**config.mk**
```make
export PLATFORM = sky130hd
export DESIGN_NAME = arm_code_emitter_flat
export DESIGN_NICKNAME = d
export VERILOG_FILES = /design/src/rtl/arm_code_emitter_pkg.sv /design/src/rtl/arm_code_emitter_if.sv /design/src/rtl/arm_code_emitter_bl_patch.sv /design/src/rtl/arm_code_emitter.sv /design/src/flat_wrapper.sv
export SDC_FILE = /design/constraint.sdc
export NUM_CORES = 1
export LEC_CHECK = 0
export BUFFER_PORTS_ARGS = -buffer_cell sky130_fd_sc_hd__buf_2
export CAP_MARGIN = 20
export CORE_MARGIN = 3
export CORE_UTILIZATION = 48
export CTS_CLUSTER_DIAMETER = 150
export DETAILED_ROUTE_END_ITERATION = 10
export PLACE_DENSITY = 0.87
export SLEW_MARGIN = 0
export SYNTH_ARGS = -nofsm -noshare
export SYNTH_HDL_FRONTEND = slang
export SYNTH_SLANG_ARGS = --single-unit
export TNS_END_PERCENT = 10
```
**constraint.sdc**
```tcl
create_clock -name clk -period 2.4 [get_ports clk]
set_input_delay 0.48 -clock clk [delete_from_list [all_inputs] [get_ports clk]]
set_output_delay 0.48 -clock clk [all_outputs]
set_load 0.02 [all_outputs]
```
**src/rtl/arm_code_emitter_pkg.sv**
```systemverilog
`default_nettype none
//==============================================================================
// Module      : jit_emit_pkg
// Description : Shared state encoding and template-table constants for the
//               ARM code emitter.
// Revision    : 1.0 - initial release
//==============================================================================
package jit_emit_pkg;

  typedef enum logic [2:0] {
    ST_IDLE   = 3'd0,
    ST_ACCEPT = 3'd1,
    ST_LOOKUP = 3'd2,
    ST_WRITE  = 3'd3,
    ST_DONE   = 3'd4
  } emit_state_t;

  localparam logic [6:0]  IDX_END      = 7'h00;
  localparam logic [6:0]  IDX_BL       = 7'h2C;
  localparam logic [31:0] ROM_UNMAPPED = 32'hFFFF_FFFF;
  localparam logic [31:0] BL_KEEP_MASK = 32'hFF00_0000;
  localparam int          BL_OFF_W     = 24;

endpackage : jit_emit_pkg
`default_nettype wire

```
**src/rtl/arm_code_emitter_if.sv**
```systemverilog
`default_nettype none
//==============================================================================
// Module      : arm_code_emitter_if
// Description : Control, index stream, template ROM and code-buffer signals.
// Revision    : 1.0 - initial release
//==============================================================================
interface arm_code_emitter_if #(
  parameter int ADDR_W = 12
);
  logic              start;
  logic [ADDR_W-1:0] base_addr;
  logic              idx_valid;
  logic              idx_ready;
  logic [6:0]        idx;
  logic [ADDR_W-1:0] idx_target;
  logic [6:0]        rom_addr;
  logic [31:0]       rom_data;
  logic              mem_we;
  logic [ADDR_W-1:0] mem_addr;
  logic [31:0]       mem_wdata;
  logic              mem_ready;
  logic              busy;
  logic              done;
  logic [ADDR_W:0]   word_count;
  logic              err;

  // Translator / ROM / buffer side
  modport master (
    output start, base_addr, idx_valid, idx, idx_target, rom_data, mem_ready,
    input  idx_ready, rom_addr, mem_we, mem_addr, mem_wdata, busy, done,
           word_count, err
  );

  // Emitter side
  modport slave (
    input  start, base_addr, idx_valid, idx, idx_target, rom_data, mem_ready,
    output idx_ready, rom_addr, mem_we, mem_addr, mem_wdata, busy, done,
           word_count, err
  );
endinterface : arm_code_emitter_if
`default_nettype wire

```
**src/rtl/arm_code_emitter_bl_patch.sv**
```systemverilog
`default_nettype none
//==============================================================================
// Module      : arm_bl_patch
// Description : Rewrites the 24-bit BL offset as target - (wptr + 2).
// Revision    : 1.0 - initial release
//==============================================================================
module arm_bl_patch
  import jit_emit_pkg::*;
#(
  parameter int ADDR_W = 12
) (
  input  wire logic [31:0]       i_word,
  input  wire logic [ADDR_W-1:0] i_wptr,
  input  wire logic [ADDR_W-1:0] i_target,
  output logic      [31:0]       o_word
);

  logic signed [ADDR_W:0]     w_diff;
  logic        [BL_OFF_W-1:0] w_off;

  // ARM PC reads two words ahead of the branch itself
  assign w_diff = signed'({1'b0, i_target} - ({1'b0, i_wptr} + (ADDR_W+1)'(2)));
  assign w_off  = BL_OFF_W'(w_diff);
  assign o_word = (i_word & BL_KEEP_MASK) | {8'h00, w_off};

endmodule : arm_bl_patch
`default_nettype wire

```
**src/rtl/arm_code_emitter.sv**
```systemverilog
`default_nettype none
//==============================================================================
// Module      : arm_code_emitter
// Description : Streams ARM templates from the ROM into the JIT code buffer.
// Revision    : 1.0 - initial release
//==============================================================================
module arm_code_emitter
  import jit_emit_pkg::*;
#(
  parameter int ADDR_W = 12
) (
  input wire logic          clk,
  input wire logic          rst_n,
  arm_code_emitter_if.slave io_emit
);

  emit_state_t       r_state;
  emit_state_t       w_next;

  logic [ADDR_W-1:0] r_wptr;
  logic [ADDR_W-1:0] r_target;
  logic [ADDR_W-1:0] r_mem_addr;
  logic [6:0]        r_rom_addr;
  logic [31:0]       r_mem_wdata;
  logic [ADDR_W:0]   r_count;
  logic              r_err;
  logic              r_full;

  logic [31:0]       w_patched;
  logic [31:0]       w_wdata;
  logic              w_drop;
  logic              w_idx_ready;
  logic              w_mem_we;
  logic              w_done;
  logic              w_busy;

  arm_bl_patch #(
    .ADDR_W (ADDR_W)
  ) u_bl_patch (
    .i_word   (io_emit.rom_data),
    .i_wptr   (r_wptr),
    .i_target (r_target),
    .o_word   (w_patched)
  );

  assign w_wdata = (r_rom_addr == IDX_BL) ? w_patched : io_emit.rom_data;
  assign w_drop  = (io_emit.rom_data == ROM_UNMAPPED) | r_full;

  always_ff @(posedge clk or negedge rst_n) begin
    if (!rst_n) begin
      r_state <= ST_IDLE;
    end else begin
      r_state <= w_next;
    end
  end

  // Strobes decode straight from the state register so reset clears them at once
  always_comb begin
    w_next      = r_state;
    w_idx_ready = 1'b0;
    w_mem_we    = 1'b0;
    w_done      = 1'b0;
    w_busy      = 1'b1;
    case (r_state)
      ST_IDLE: begin
        w_busy = 1'b0;
        if (io_emit.start) begin
          w_next = ST_ACCEPT;
        end
      end
      ST_ACCEPT: begin
        w_idx_ready = 1'b1;
        if (io_emit.idx_valid) begin
          w_next = (io_emit.idx == IDX_END) ? ST_DONE : ST_LOOKUP;
        end
      end
      ST_LOOKUP: begin
        w_next = w_drop ? ST_ACCEPT : ST_WRITE;
      end
      ST_WRITE: begin
        w_mem_we = 1'b1;
        if (io_emit.mem_ready) begin
          w_next = ST_ACCEPT;
        end
      end
      ST_DONE: begin
        w_done = 1'b1;
        w_next = ST_IDLE;
      end
      default: begin
        w_busy = 1'b0;
        w_next = ST_IDLE;
      end
    endcase
  end

  always_ff @(posedge clk or negedge rst_n) begin
    if (!rst_n) begin
      r_wptr      <= '0;
      r_target    <= '0;
      r_rom_addr  <= '0;
      r_mem_addr  <= '0;
      r_mem_wdata <= '0;
      r_count     <= '0;
      r_err       <= 1'b0;
      r_full      <= 1'b0;
    end else begin
      case (r_state)
        ST_IDLE: begin
          if (io_emit.start) begin
            r_wptr  <= io_emit.base_addr;
            r_count <= '0;
            r_err   <= 1'b0;
            r_full  <= 1'b0;
          end
        end
        ST_ACCEPT: begin
          if (io_emit.idx_valid) begin
            r_target <= io_emit.idx_target;
            if (io_emit.idx != IDX_END) begin
              r_rom_addr <= io_emit.idx;
            end
          end
        end
        ST_LOOKUP: begin
          if (w_drop) begin
            r_err <= 1'b1;
          end else begin
            r_mem_addr  <= r_wptr;
            r_mem_wdata <= w_wdata;
          end
        end
        ST_WRITE: begin
          if (io_emit.mem_ready) begin
            r_count <= r_count + (ADDR_W+1)'(1);
            // Top word written: latch full instead of wrapping the pointer
            if (&r_wptr) begin
              r_full <= 1'b1;
            end else begin
              r_wptr <= r_wptr + ADDR_W'(1);
            end
          end
        end
        default: begin
        end
      endcase
    end
  end

  assign io_emit.idx_ready  = w_idx_ready;
  assign io_emit.rom_addr   = r_rom_addr;
  assign io_emit.mem_we     = w_mem_we;
  assign io_emit.mem_addr   = r_mem_addr;
  assign io_emit.mem_wdata  = r_mem_wdata;
  assign io_emit.busy       = w_busy;
  assign io_emit.done       = w_done;
  assign io_emit.word_count = r_count;
  assign io_emit.err        = r_err;

endmodule : arm_code_emitter
`default_nettype wire
```
**src/flat_wrapper.sv**
```systemverilog
// flat-port wrapper written by rule: the top's interface ports become plain ports
module arm_code_emitter_flat import jit_emit_pkg::*;
#(
  parameter int ADDR_W = 12
)
  (clk, rst_n, io_emit_start, io_emit_base_addr, io_emit_idx_valid, io_emit_idx, io_emit_idx_target, io_emit_rom_data, io_emit_mem_ready, io_emit_idx_ready, io_emit_rom_addr, io_emit_mem_we, io_emit_mem_addr, io_emit_mem_wdata, io_emit_busy, io_emit_done, io_emit_word_count, io_emit_err);
  arm_code_emitter_if #(.ADDR_W(ADDR_W)) io_emit_i ();
  input wire logic clk;
  input wire logic rst_n;
  input wire logic [$bits(io_emit_i.start)-1:0] io_emit_start;
  input wire logic [$bits(io_emit_i.base_addr)-1:0] io_emit_base_addr;
  input wire logic [$bits(io_emit_i.idx_valid)-1:0] io_emit_idx_valid;
  input wire logic [$bits(io_emit_i.idx)-1:0] io_emit_idx;
  input wire logic [$bits(io_emit_i.idx_target)-1:0] io_emit_idx_target;
  input wire logic [$bits(io_emit_i.rom_data)-1:0] io_emit_rom_data;
  input wire logic [$bits(io_emit_i.mem_ready)-1:0] io_emit_mem_ready;
  output wire logic [$bits(io_emit_i.idx_ready)-1:0] io_emit_idx_ready;
  output wire logic [$bits(io_emit_i.rom_addr)-1:0] io_emit_rom_addr;
  output wire logic [$bits(io_emit_i.mem_we)-1:0] io_emit_mem_we;
  output wire logic [$bits(io_emit_i.mem_addr)-1:0] io_emit_mem_addr;
  output wire logic [$bits(io_emit_i.mem_wdata)-1:0] io_emit_mem_wdata;
  output wire logic [$bits(io_emit_i.busy)-1:0] io_emit_busy;
  output wire logic [$bits(io_emit_i.done)-1:0] io_emit_done;
  output wire logic [$bits(io_emit_i.word_count)-1:0] io_emit_word_count;
  output wire logic [$bits(io_emit_i.err)-1:0] io_emit_err;
  assign io_emit_i.start = io_emit_start;
  assign io_emit_i.base_addr = io_emit_base_addr;
  assign io_emit_i.idx_valid = io_emit_idx_valid;
  assign io_emit_i.idx = io_emit_idx;
  assign io_emit_i.idx_target = io_emit_idx_target;
  assign io_emit_i.rom_data = io_emit_rom_data;
  assign io_emit_i.mem_ready = io_emit_mem_ready;
  assign io_emit_idx_ready = io_emit_i.idx_ready;
  assign io_emit_rom_addr = io_emit_i.rom_addr;
  assign io_emit_mem_we = io_emit_i.mem_we;
  assign io_emit_mem_addr = io_emit_i.mem_addr;
  assign io_emit_mem_wdata = io_emit_i.mem_wdata;
  assign io_emit_busy = io_emit_i.busy;
  assign io_emit_done = io_emit_i.done;
  assign io_emit_word_count = io_emit_i.word_count;
  assign io_emit_err = io_emit_i.err;
  arm_code_emitter #(.ADDR_W(ADDR_W)) u_core (.clk(clk), .rst_n(rst_n), .io_emit(io_emit_i));
endmodule
```
; ---- After elaboration in Yosys (flattened, before gate mapping)
; Cells that the tools add are included.
[word_totals]
ff_bits = 93
inputBits = 68
[classes]
add_sub_neg = 4
n_eq_ne = 12
mux = 24
n_bitwise = 3
n_reduce_logical = 15
[ops]
columns = cell, count
row1 = 12-bit 2-to-1 mux, 3
row2 = 32-bit equality test (second input constant), 1
row3 = 32-bit 2-to-1 mux, 1
row4 = 32-bit by 24-bit OR with 32-bit output, 1
row5 = 13-bit 2-to-1 mux, 2
row6 = 13-bit case mux with 2 select lines, 1
row7 = 12-bit case mux with 2 select lines, 1
row8 = 12-bit by 2-bit adder with 13-bit output (second input constant), 1
row9 = 13-bit by 1-bit adder with 13-bit output (second input constant), 1
row10 = 12-bit by 13-bit subtractor with 13-bit output, 1
row11 = 12-bit by 1-bit adder with 12-bit output (second input constant), 1
row12 = 3-bit 2-to-1 mux, 4
row13 = 3-bit case mux with 4 select lines, 1
row14 = 12-bit AND reduction, 1
row15 = 3-bit AND reduction, 4
row16 = 1-bit 2-to-1 mux, 8
row17 = 2-bit != test (second input constant), 4
row18 = 4-bit AND reduction, 2
row19 = 7-bit by 6-bit equality test with 1-bit output (second input constant), 1
row20 = 7-bit logical NOT, 1
row21 = 7-bit nonzero test, 1
row22 = 3-bit by 2-bit equality test with 1-bit output (second input constant), 2
row23 = 2-bit by 1-bit != test with 1-bit output (second input constant), 2
row24 = 1-bit case mux with 2 select lines, 2
row25 = 9 further kinds, 11

; ---- Longest topological paths before layout
; Gate-level depths: netlist (run 1).
[logic_depth]
word_depth = 4
mapped_depth = 10
ltp_nobuf = 10

; ---- Modules after synthesis
; From an unflattened synthesis (run 1), not the netlist that was laid out.
[unflattened]
cells_unflattened = 525
area_unflattened_um2 = 5312.6
[modules_own_cells]
columns = mod, instances, cells_per_inst, area_per_inst_um2
row1 = arm_code_emitter, 1, 401, 4394.2
row2 = arm_bl_patch, 1, 124, 918.4

; ---- Worst setup path after synthesis (run 1)
; Ideal clock, no wire load.
[synth_timing]
path_type = register to register
startpoint = register u_core.r_wptr[1]
endpoint = register u_core.r_mem_wdata[11] (netlist: u_core.io_emit.mem_wdata[11])
setup_time_ps = 128
arrival_time_ps = 2315
t_required_ps = 2272
slack_ps = -43
path_stages_with_launch = 10
n_path_buf = 0
period_less_slack_ps = 2443
cell_sequence = dfrtp_1 -> ha_1 -> inv_1 -> ha_1 -> fa_1 -> a211oi_1 -> o21ai_0 -> a41oi_1 -> mux2i_1 -> nand3_1
[synth_via]
elab_chain_cells = 4
[synth_rtl]
columns = item, line_no
row1 = start: declaration, arm_code_emitter.sv:20  ; logic [ADDR_W-1:0] r_wptr;
row2 = start signal: assignment, arm_code_emitter.sv:111  ; r_wptr <= io_emit.base_addr;
row3 = start signal: assignment, arm_code_emitter.sv:140  ; r_wptr <= r_wptr + ADDR_W'(1);
row4 = 12-bit by 2-bit adder with 13-bit output, arm_code_emitter_bl_patch.sv:22  ; assign w_diff = signed'({1'b0, i_target} - ({1'b0, i_wptr} + (ADDR_W+1)'(2)));
row5 = 12-bit by 13-bit subtractor with 13-bit output, arm_code_emitter_bl_patch.sv:22
row6 = 32-bit by 24-bit OR with 32-bit output, arm_code_emitter_bl_patch.sv:24  ; assign o_word = (i_word & BL_KEEP_MASK) | {8'h00, w_off};
row7 = 32-bit 2-to-1 mux, arm_code_emitter.sv:46  ; assign w_wdata = (r_rom_addr == IDX_BL) ? w_patched : io_emit.rom_data;
row8 = end signal: assignment, arm_code_emitter.sv:130  ; r_mem_wdata <= w_wdata;
row9 = end: declaration, arm_code_emitter.sv:24  ; logic [31:0] r_mem_wdata;
; Every way passes these cells.
; A chain may end at the register's enable or synchronous reset.

; ---- Worst setup path after layout (run 1)
[layout_timing]
startpoint = register u_core.r_wptr[1]
endpoint = register u_core.r_mem_wdata[7] (netlist: u_core.io_emit.mem_wdata[7])
; The elaborated chain is that of the path after synthesis.

==> summary.txt, run 1 <==
Logic synthesis
  • Post-synthesis xor/xnor area fraction: 2.24%
  • Synth area leaders: dfrtp_1 (46%), nand2_1 (8.5%), ha_1 (6.1%)
  • Post-synth EDFFs: 0
  • Cells after Synth: 575
  • Ys Warns: 0
  • Mux cell area share after synthesis: 2.14%
  • Top FF cell, synth: dfrtp_1
  • Register area share after synthesis: 45.7%
  • Post-Syn Area: 5090 um^2
  • Post-synth top area share: 45.7%
  • Post-synthesis net count: 669
  • Adder-Cell Fraction of Synth Area: 6.54%
  • Syn Area/Cell: 8.85 um^2
  • Leading area contributor after synthesis: dfrtp_1
  • Largest family of logic cells by synthesized area: simple AND/OR/NAND/NOR gates
  • Asr flop ratio synth: 100%
  • Synth Area in Compound Gates: 17.8%
  • Synth cell types: 52
  • #FFs+latches synth: 93
  • Simple-Gate Fraction of Synth Area: 20.2%

Clocking
  • CTS Buffer Depth: 2
  • CTS tree: yes
  • Num CTS Buffers: 9
  • Clock Sinks: 93
  • Root Buffer: clkbuf_8
  • Setup bufs post-CTS: 0
  • Clock latency on the worst-skew pair: 0.37 ns
  • H-tree depth: 3
  • Clock transition at the registers of the reported paths: 0.09 ns

Detailed routing
  • WL/cell: 15.9 um
  • Vias per cell: 5.60
  • DR pass1 iterations: 7
  • Final ANT Viol Nets: 0
  • Wirelength, routed: 13700 um
  • Starting DRC count in detailed routing: 338
  • Via count: 4835
  • DRC viols: 0

Timing
  • Final setup vio count: 0
  • Fin Hold WS: 0.0337 ns
  • Final-report hold violation count: 0
  • Slew Limit Fails: 0
  • Max_slew headroom: 66.0%
  • Fin crit period: 2.38 ns
  • Clock Skews: 0.00912 ns
  • Worst-Margin Slew: 0.509 ns
  • RSZ-0062 raised after global routing: true
  • Fmax: 0.420 GHz
  • Final Cycle Share: 99.2%
  • Final WS setup: 0.0194 ns

Power and ir drop
  • Pleak: 0.00317 uW
  • Maximum vdd drop: 732 uV
  • Tot Pwr: 9410 uW
  • PD cells: 1480 nW/um^2

Placement
  • PortBufs: 136
  • GPL Wtd Cong: 0.952
  • DP Worst Slack: -0.0887 ns
  • Placed Area: 6060 um^2
  • HPWL after detailed placement: 10200 um

Setup path
  • Kind of critical path: flip-flop to flip-flop
  • Critical Path End Type: flip-flop
  • Setup crit end: u_core.io_emit.mem_wdata[7]$_DFFE_PN0P_
  • Crit path launch type: flip-flop
  • Crit-path leading delay family: adder cells
  • CP arrival: 2.63 ns
  • Worst reg2reg setup slack: 0.02 ns
  • Slowest-stage cell, CP: dfrtp_1
  • CP max FO: 2
  • Max incr delay on CP: 0.41 ns
  • CP required: 2.65 ns
  • Critical Path Source: u_core.r_wptr[1]$_DFFE_PN0P_
  • Critical R2R Capture: u_core.io_emit.mem_wdata[7]$_DFFE_PN0P_
  • Reg2reg start: u_core.r_wptr[1]$_DFFE_PN0P_
  • Path depth of the worst reg2reg path: 10
  • CP Depth: 10
  • Buf/Inv on CP: 2
  • Critical path, cell by cell: ha_1, inv_1, ha_2, fa_2, a211oi_2, buf_4, o21bai_1, a21oi_1, xor2_1, o211ai_1

Floorplanning
  • Die width: 109 um
  • Die ar.: 11900 um^2
  • Initial Util: 50.7%
  • FP Rows: 36
  • Die Y: 109 um
  • Core area: 10000 um^2
  • Boundary Pins: 137

Final layout
  • Post-layout util: 63.3%
  • Leading cell type in the layout, fill and taps excluded: buf_2
  • Number of diodes: 0
  • Finished Cell Area: 6350 um^2
  • Most frequent cells in the layout: buf_2 (135), nand2_1 (115), dfrtp_1 (93)
  • Share of cells above drive strength 1: 28.5%
  • Nets: 819
  • P&R area growth vs syn: 24.9%

Global route
  • Largest net degree at the start of global routing: 62
  • Initial antenna violation count: 0
  • First-pass GRT wire length: 22100 um
  • Number of global-route vias before repair: 4703
  • Gr ovfl total: 0
  • Aggregate global-route resource usage: 23.3%

Flow run
  • Max-cap viol count: 0

Outcome
  • Status: finished clean

Worst hold path
  • Worst Hold Class: primary input to asynchronous set/reset pin
==> per-stage QoR <==
step	std cells	TNS, ns
floorplan	575	0
global placement	846	-0.0275
detailed placement	846	-0.503
CTS	862	-0.00856
global route	863	-0.643
finish	863	0
==> sequential cells by signal, indices dropped and copies added (netlist names) <==
register	flops
u_core.io_emit.err	1
u_core.io_emit.mem_addr	12
u_core.io_emit.mem_wdata	32
u_core.io_emit.rom_addr	7
u_core.io_emit.word_count	13
u_core.r_full	1
u_core.r_state	3
u_core.r_target	12
u_core.r_wptr	12
==> how the worst min path moves through the flow <==
stage | endpoint | slack [ns] | from | depth (start not counted)
4_1_cts | u_core.io_emit.mem_wdata[29]$_DFFE_PN0P_ | 0.04 | rst_n | 1
3_5_place_dp | u_core.io_emit.mem_wdata[29]$_DFFE_PN0P_ | 0.45 | rst_n | 1
3_3_place_gp | u_core.io_emit.mem_wdata[29]$_DFFE_PN0P_ | 0.44 | rst_n | 1
6_report | u_core.io_emit.mem_wdata[29]$_DFFE_PN0P_ | 0.03 | rst_n | 1
2_1_floorplan | u_core.io_emit.err$_DFFE_PN0P_ | 0.18 | rst_n | 0
5_1_grt | u_core.io_emit.mem_wdata[29]$_DFFE_PN0P_ | 0.06 | rst_n | 1
==> area by class of cell <==
cell class                      count  area, um^2
Multi-Input combinational cell    415        2550
Clock buffer                        9         124
Tap cell                          133         166
Sequential cell                    93        2330
Clock inverter                      7        95.1
Timing Repair Buffer              167         948
Fill cell                         815        3690
Inverter                           39         146
==> cell families after synthesis <==
kind of cell | after synthesis
simple gates | 226
buf+inv | 67
xor+xnor | 13
flops | 93
mux | 10
compound gates | 140
fa+ha+maj | 26
==> cell usage after synthesis, types with 6 or more instances <==
cell type / instances
nand2_1: 115
dfrtp_1: 93
o21ai_0: 42
inv_1: 39
nor2_1: 38
a21oi_1: 26
nand3_1: 26
ha_1: 25
o31ai_1: 15
buf_2: 13
clkbuf_1: 12
nand4_1: 10
o21ai_1: 10
and3_1: 9
xor2_1: 9
a21o_1: 7
a31oi_1: 7
nor3_1: 6
o211ai_1: 6
==> power breakdown <==
| part | internal, uW | switching (uW) |
|---|---|---|
| sequential | 2210 | 390 |
| combinational | 2240 | 3400 |
| clock | 590 | 579 |
==> what timing repair did <==
| item | CTS | global route |
|---|---|---|
| hold endpoints to repair | 0 | 0 |
| hold buffers | 0 | 0 |
| resized for setup | 3 | 7 |
| endpoints found under the setup margin | 6 | 16 |
| pin swaps | 2 | 1 |
==> worst register-to-register path: stages, from the launching register on <==
cell	delay [ns]
dfrtp_1	0.41
ha_1	0.28
inv_1	0.04
ha_2	0.19
fa_2	0.37
a211oi_2	0.22
buf_4	0.15
o21bai_1	0.08
a21oi_1	0.19
xor2_1	0.23
o211ai_1	0.11
==> routing by layer <==
metal	share of wire [%]	up-vias	GRT usage, %	wire length [um]
met4	2.1	0	8.93	293
met1	41	2294	29.8	5630
met2	49	215	39.0	6680
met5	0	-	0	0
met3	8.0	28	4.74	1100
li1	-	2298	-	-
No activity file was read; power rests on OpenSTA's default activity.
==> run 2: changes to the inputs <==
Settings changed: CORE_UTILIZATION 48 to 50, CTS_BUF_LIST set to sky130_fd_sc_hd__clkbuf_8, HOLD_SLACK_MARGIN set to 0.02, PLACE_DENSITY 0.87 to 0.89, SYNTH_HIERARCHICAL set to 1.
==> run 2 against run 1 <==
Net effect: the run now ends with setup timing left; total power increased by 16%; wire length fell by 10%; flip-flop and latch count did not move; via count is 11% lower; core utilization grew 0.060 points; setup slack got worse by 0.21 ns; clock skew is 0.0066 ns higher; synthesized cell count down 8.7%; design area is 2.9% higher; sequential share of layout area decreased by 1.0 points; first-iteration DRC count decreased by 27%; sequential power grew 2%; critical endpoint is now u_core/io_emit.mem_wdata[17]$_DFFE_PN0P_; highest routed layer unchanged.
==> summary.txt, run 2 <==
Timing
  • Fin crit period: 2.59 ns (+0.208 ns)
  • Final-report hold violation count: 0 (unchanged)
  • RSZ-0062 raised after global routing: true
  • Clock Skews: 0.0158 ns (+0.00663 ns)
  • Final setup vio count: 15 (+15)
  • Slew Limit Fails: 0 (unchanged)
  • Final WS setup: -0.189 ns (-0.208 ns)
  • Final Cycle Share: 108% (+8.7 points)
  • Fmax: 0.386 GHz (-8.0%)
  • Worst-Margin Slew: 0.810 ns (+0.301 ns)
  • Max_slew headroom: 45.8% (-20 points)

Floorplanning
  • Boundary Pins: 137 (unchanged)
  • Die width: 109 um (about the same)
  • Die ar.: 11900 um^2 (+0.19%)
  • Initial Util: 51.5% (+0.79 points)
  • Core area: 10300 um^2 (+2.8%)
  • Die Y: 109 um (about the same)
  • FP Rows: 37 (+2.8%)

Power and ir drop
  • Maximum vdd drop: 744 uV (+1.8%)
  • Tot Pwr: 10900 uW (+16%)
  • Pleak: 0.00326 uW (+3.0%)
  • PD cells: 1670 nW/um^2 (+13%)

Placement
  • HPWL after detailed placement: 9500 um (-7.2%)
  • GPL Wtd Cong: 0.840 (-12%)
  • Placed Area: 6260 um^2 (+3.2%)
  • PortBufs: 136 (unchanged)

Final layout
  • Share of cells above drive strength 1: 37.4% (+8.9 points)
  • Leading cell type in the layout, fill and taps excluded: buf_2
  • Finished Cell Area: 6540 um^2 (+2.9%)
  • Most frequent cells in the layout: buf_2 (135), dfrtp_1 (93), nor2_1 (58)
  • Post-layout util: 63.3% (about the same)
  • Max FFs per register: 32 (unchanged)
  • P&R area growth vs syn: 23.1%
  • Nets: 758 (-7.4%)
  • Number of diodes: 0 (unchanged)

Clocking
  • CTS Buffer Depth: 2 (unchanged)
  • CTS tree: yes
  • Clock transition at the registers of the reported paths: 0.09 ns (about the same)
  • Num CTS Buffers: 9 (unchanged)
  • Clock latency on the worst-skew pair: 0.36 ns (about the same)
  • Clock Sinks: 93 (unchanged)
  • H-tree depth: 3 (unchanged)
  • Root Buffer: clkbuf_8

Setup path
  • CP max FO: 12 (+10)
  • CP required: 2.67 ns (+0.02 ns)
  • Critical R2R Capture: u_core/io_emit.mem_wdata[17]$_DFFE_PN0P_
  • Slowest-stage cell, CP: a2111oi_4
  • Path depth of the worst reg2reg path: 12 (+2)
  • Critical path, cell by cell: inv_1, ha_1, inv_2, ha_4, a21o_1, a2111oi_4, a21oi_2, a41oi_2, xor2_4, buf_12, mux2i_1, a21oi_1
  • Worst reg2reg setup slack: -0.19 ns (-0.21 ns)
  • Critical Path End Type: flip-flop
  • Setup crit end: u_core/io_emit.mem_wdata[17]$_DFFE_PN0P_
  • Critical Path Source: u_core/r_target[2]$_DFFE_PN0P_
  • CP arrival: 2.86 ns (+0.23 ns)
  • Crit path launch type: flip-flop
  • Max incr delay on CP: 0.36 ns (-0.05 ns)
  • Kind of critical path: flip-flop to flip-flop
  • Reg2reg start: u_core/r_target[2]$_DFFE_PN0P_

Global route
  • Aggregate global-route resource usage: 20.6% (-2.7 points)
  • Number of global-route vias before repair: 4123 (-12%)
  • First-pass GRT wire length: 19600 um (-11%)
  • Initial antenna violation count: 0 (unchanged)
  • Largest net degree at the start of global routing: 65 (+4.8%)
  • Gr ovfl total: 0 (unchanged)

Logic synthesis
  • Ys Warns: 6 (+6)
  • Asr flop ratio synth: 100% (unchanged)
  • Commonest cells post-synth: dfrtp_1 (93), nor2_1 (58), a21oi_1 (56)
  • #FFs+latches synth: 93 (unchanged)
  • Most common cell in the synthesized netlist: dfrtp_1
  • Syn Area/Cell: 10.1 um^2 (+14%)
  • Post-synthesis net count: 619 (-7.5%)
  • Synth cell types: 59 (+13%)
  • Leading area contributor after synthesis: dfrtp_1
  • Post-synth top area share: 43.8% (-1.9 points)
  • Cells after Synth: 525 (-8.7%)
  • Synth area leaders: dfrtp_1 (44%), mux2_2 (6.6%), mux2i_1 (6.0%)
  • Post-Syn Area: 5310 um^2 (+4.4%)
  • Post-synth EDFFs: 0 (unchanged)
  • Top FF cell, synth: dfrtp_1
  • Register area share after synthesis: 43.8% (-1.9 points)

Outcome
  • Failing checks: setup timing
  • Status: finished, violations left

Detailed routing
  • Vias per cell: 5.36 (-4.3%)
  • DRC viols: 0 (unchanged)
  • DR pass1 iterations: 5 (-2)
  • Via count: 4317 (-11%)
  • Starting DRC count in detailed routing: 246 (-27%)
  • WL/cell: 15.3 um (-3.8%)
  • Wirelength, routed: 12300 um (-10%)
  • Final ANT Viol Nets: 0 (unchanged)

Flow run
  • Max-cap viol count: 0 (unchanged)

Worst hold path
  • Worst Hold Class: primary input to asynchronous set/reset pin
run 2: final cells by class:
| class | instances | area, um^2 |
|---|---|---|
| clock buffer | 9 | 124 |
| clock inverter | 7 | 91.3 |
| fill | 841 | 3790 |
| inverter | 37 | 139 |
| multi-input combinational | 353 | 2710 |
| sequential | 93 | 2330 |
| tap | 136 | 170 |
| timing repair buffer | 170 | 976 |
run 2: routing by layer:
metal  up-vias  wire length [um]  GRT usage [%]
li1       2097                 -              -
met1      2023              5410           28.2
met2       180              5810           33.7
met3        17               896           3.43
met4         0               185           6.13
met5         -                 0              0
run 2: logic make-up after synthesis:
family | count (synthesis) | synth area share [%]
simple gates | 144 | 14.3
xor+xnor | 20 | 3.30
fa+ha+maj | 26 | 6.26
compound gates | 100 | 12.2
buf+inv | 79 | 7.54
flops | 93 | 43.8
mux | 63 | 12.6
run 2: per-stage QoR:
step           cells  setup WS, ns  setup TNS (ns)  hold slack (ns)
6_report         805        -0.189           -2.00           0.0853
5_1_grt          805        -0.346           -4.34            0.110
4_1_cts          805        -0.156           -1.79           0.0980
3_5_place_dp     788        -0.318           -2.97            0.468
3_3_place_gp     788        -0.288           -1.98            0.469
2_1_floorplan    525        -0.309           -3.88            0.184
run 2: timing repair:
item,4_1_cts,5_1_grt
hold buffers,0,0
resized for setup,5,5
pin swaps,9,4
setup buffers,1,0
endpoints found under the setup margin,16,17
run 2: power breakdown:
group          leakage, uW  internal (uW)  total, uW  switching, uW
Combinational      0.00206           3240       7130           3890
Clock             0.000108            583       1120            539
Sequential         0.00110           2240       2640            396
Total              0.00326           6070      10900           4830
run 2: how the worst min path moves through the flow:
stage,from,end,slack (ns),cells past startpoint
detailed placement,u_core/io_emit.err$_DFFE_PN0P_,u_core/io_emit.err$_DFFE_PN0P_,0.47,2
CTS,rst_n,u_core/r_state[1]$_DFFE_PN0P_,0.1,1
floorplan,rst_n,u_core/io_emit.err$_DFFE_PN0P_,0.18,0
global route,rst_n,u_core/io_emit.mem_wdata[20]$_DFFE_PN0P_,0.11,1
finish,rst_n,u_core/io_emit.mem_wdata[20]$_DFFE_PN0P_,0.09,1
global placement,u_core/io_emit.err$_DFFE_PN0P_,u_core/io_emit.err$_DFFE_PN0P_,0.47,2
run 2: worst max-delay path: cells and delay by family, from the launching register on:
| kind | cells | cell delay, ns |
|---|---|---|
| compound gates | 5 | 1.12 |
| xor+xnor | 1 | 0.19 |
| fa+ha+maj | 2 | 0.49 |
| buf+inv | 3 | 0.29 |
| flops | 1 | 0.34 |
| mux | 1 | 0.06 |
==> run 3: changes to the inputs <==
Settings changed: MAX_ROUTING_LAYER set to met4.
==> run 3 against run 2 <==
Net effect: the flow still finishes with violations (setup timing); sequential share of layout area stayed put; register-to-register slack barely moved; flip-flop and latch count unchanged; fmax fell by 0.24%; critical path depth fell by 1; sequential power about the same; wire length down 0.18%; first-iteration DRC count up 18%; largest cell class unchanged; highest routed layer unchanged.
==> summary.txt, run 3 (synthesis results as in run 2) <==
Outcome
  • Status: finished, violations left
  • Failing checks: setup timing

Clocking
  • Root Buffer: clkbuf_8
  • Post-CTS Hold Fix Bufs: 0 (unchanged)
  • Clock latency on the worst-skew pair: 0.35 ns (about the same)
  • Clock transition at the registers of the reported paths: 0.09 ns (about the same)
  • H-tree depth: 3 (unchanged)
  • CTS tree: yes
  • Clock Sinks: 93 (unchanged)
  • Num CTS Buffers: 9 (unchanged)
  • CTS Buffer Depth: 2 (unchanged)

Timing
  • Max_slew headroom: 44.4% (-1.4 points)
  • Fin crit period: 2.59 ns (+0.00613 ns)
  • Final setup vio count: 15 (unchanged)
  • Setup TNS: -2.04 ns (-0.0364 ns)
  • Fmax: 0.385 GHz (-0.24%)
  • Slew Limit Fails: 0 (unchanged)
  • Final WS setup: -0.195 ns (-0.00613 ns)
  • Worst-Margin Slew: 0.831 ns (+0.0208 ns)
  • RSZ-0062 raised after global routing: true
  • Final Cycle Share: 108% (+0.26 points)
  • Final-report hold violation count: 0 (unchanged)
  • Clock Skews: 0.0137 ns (-0.00210 ns)

Final layout
  • Area of the multi-input gates: 2710 um^2 (unchanged)
  • Leading cell type in the layout, fill and taps excluded: buf_2
  • Number of diodes: 0 (unchanged)
  • Post-layout util: 63.3% (unchanged)
  • Most frequent cells in the layout: buf_2 (135), dfrtp_1 (93), nor2_1 (58)
  • Fillcell total: 841 (unchanged)
  • Finished Cell Area: 6540 um^2 (unchanged)
  • Max FFs per register: 32 (unchanged)
  • FF/Latch Area: 2330 um^2 (unchanged)
  • Finished Layout Cells: 805 (unchanged)
  • P&R area growth vs syn: 23.1% (unchanged)
  • Nets: 758 (unchanged)
  • Share of cells above drive strength 1: 37.4% (unchanged)

Global route
  • First-pass GRT wire length: 19500 um (-0.14%)
  • Number of global-route vias before repair: 4123 (unchanged)
  • Largest net degree at the start of global routing: 65 (unchanged)
  • Aggregate global-route resource usage: 21.2% (+0.57 points)
  • Gr ovfl total: 0 (unchanged)
  • Initial antenna violation count: 0 (unchanged)

Setup path
  • Critical Path End Type: flip-flop
  • Buf/Inv on CP: 2 (-1)
  • CP required: 2.66 ns (about the same)
  • Kind of critical path: flip-flop to flip-flop
  • CP max FO: 12 (unchanged)
  • Max incr delay on CP: 0.39 ns (+0.03 ns)
  • CP arrival: 2.85 ns (about the same)
  • Crit-path leading delay family: compound AO/OA/AOI/OAI gates
  • Crit path launch type: flip-flop
  • Slowest-stage cell, CP: dfrtp_1
  • Critical path, cell by cell: ha_1, inv_2, ha_4, a21o_1, a2111oi_4, a21oi_2, a41oi_2, xor2_4, buf_12, mux2i_1, a21oi_1

Floorplanning
  • Initial Util: 51.5% (unchanged)
  • FP Rows: 37 (unchanged)
  • Die width: 109 um (unchanged)
  • Boundary Pins: 137 (unchanged)
  • Die Y: 109 um (unchanged)
  • Die ar.: 11900 um^2 (unchanged)
  • Core area: 10300 um^2 (unchanged)

Power and ir drop
  • PD cells: 1670 nW/um^2 (about the same)
  • Pleak: 0.00326 uW (unchanged)
  • Maximum vdd drop: 738 uV (-0.90%)
  • Tot Pwr: 10900 uW (about the same)

Detailed routing
  • DR pass1 iterations: 5 (unchanged)
  • DRC viols: 0 (unchanged)
  • Final ANT Viol Nets: 0 (unchanged)
  • Vias per cell: 5.37 (+0.14%)
  • Wirelength, routed: 12300 um (-0.18%)
  • Starting DRC count in detailed routing: 290 (+18%)
  • WL/cell: 15.3 um (-0.18%)
  • Via count: 4323 (+0.14%)

Placement
  • Placed Area: 6260 um^2 (unchanged)
  • PortBufs: 136 (unchanged)
  • GPL Wtd Cong: 0.853 (+1.6%)
  • Dpl cells: 788 (unchanged)
  • HPWL after detailed placement: 9500 um (unchanged)

Worst hold path
  • Worst Hold Class: primary input to asynchronous set/reset pin

Flow run
  • Max-cap viol count: 0 (unchanged)
==> run 3: report_power, final <==
group | switching, uW | total, uW | internal [uW]
logic | 3900 | 7150 | 3250
registers | 398 | 2640 | 2240
clock network | 528 | 1110 | 583
total | 4830 | 10900 | 6070
==> run 3: per-layer routing <==
layer / vias up / share of wire (%) / global-route usage (%)
met5: - / 0 / -
met4: 0 / 1.7 / 6.13
met3: 21 / 6.9 / 3.08
met2: 178 / 47 / 33.8
met1: 2026 / 44 / 28.3
li1: 2098 / - / -
==> run 3: timing repair <==
| action | CTS | global route |
|---|---|---|
| resized for setup | 5 | 5 |
| pin swaps | 9 | 4 |
| setup buffers | 1 | 0 |
| endpoints found under the setup margin | 16 | 17 |
==> run 3: cell type report <==
type	instances	share of cell area (%)
multi-input cells	353	41.5
flip-flops and latches	93	35.6
repair buffers	170	14.9
well taps	136	2.60
inverters	37	2.12
clock buffers	9	1.89
clock inverters	7	1.40
==> run 3: path summary, 6_finish.rpt <==
check                                                                 to  depth (start not counted)  slack (ns)                           start
worst min-delay path            u_core/io_emit.mem_wdata[20]$_DFFE_PN0P_                          1         0.1                           rst_n
worst min register to register            u_core/io_emit.err$_DFFE_PN0P_                          2        0.49  u_core/io_emit.err$_DFFE_PN0P_
min in group clk                         u_core/r_target[11]$_DFFE_PN0P_                          2        0.37          io_emit_idx_target[11]
worst max register to register  u_core/io_emit.mem_wdata[17]$_DFFE_PN0P_                         11       -0.19    u_core/r_wptr[2]$_DFFE_PN0P_
max in group asynchronous         u_core/io_emit.mem_addr[4]$_DFFE_PN0P_                          2        1.65                           rst_n
worst max-delay path            u_core/io_emit.mem_wdata[17]$_DFFE_PN0P_                         11       -0.19    u_core/r_wptr[2]$_DFFE_PN0P_
==> run 3: through the flow <==
step / hold WS [ns] / setup slack (ns)
4_1_cts: 0.0980 / -0.156
6_report: 0.0960 / -0.195
2_1_floorplan: 0.184 / -0.309
5_1_grt: 0.110 / -0.346
3_3_place_gp: 0.469 / -0.288
3_5_place_dp: 0.468 / -0.318
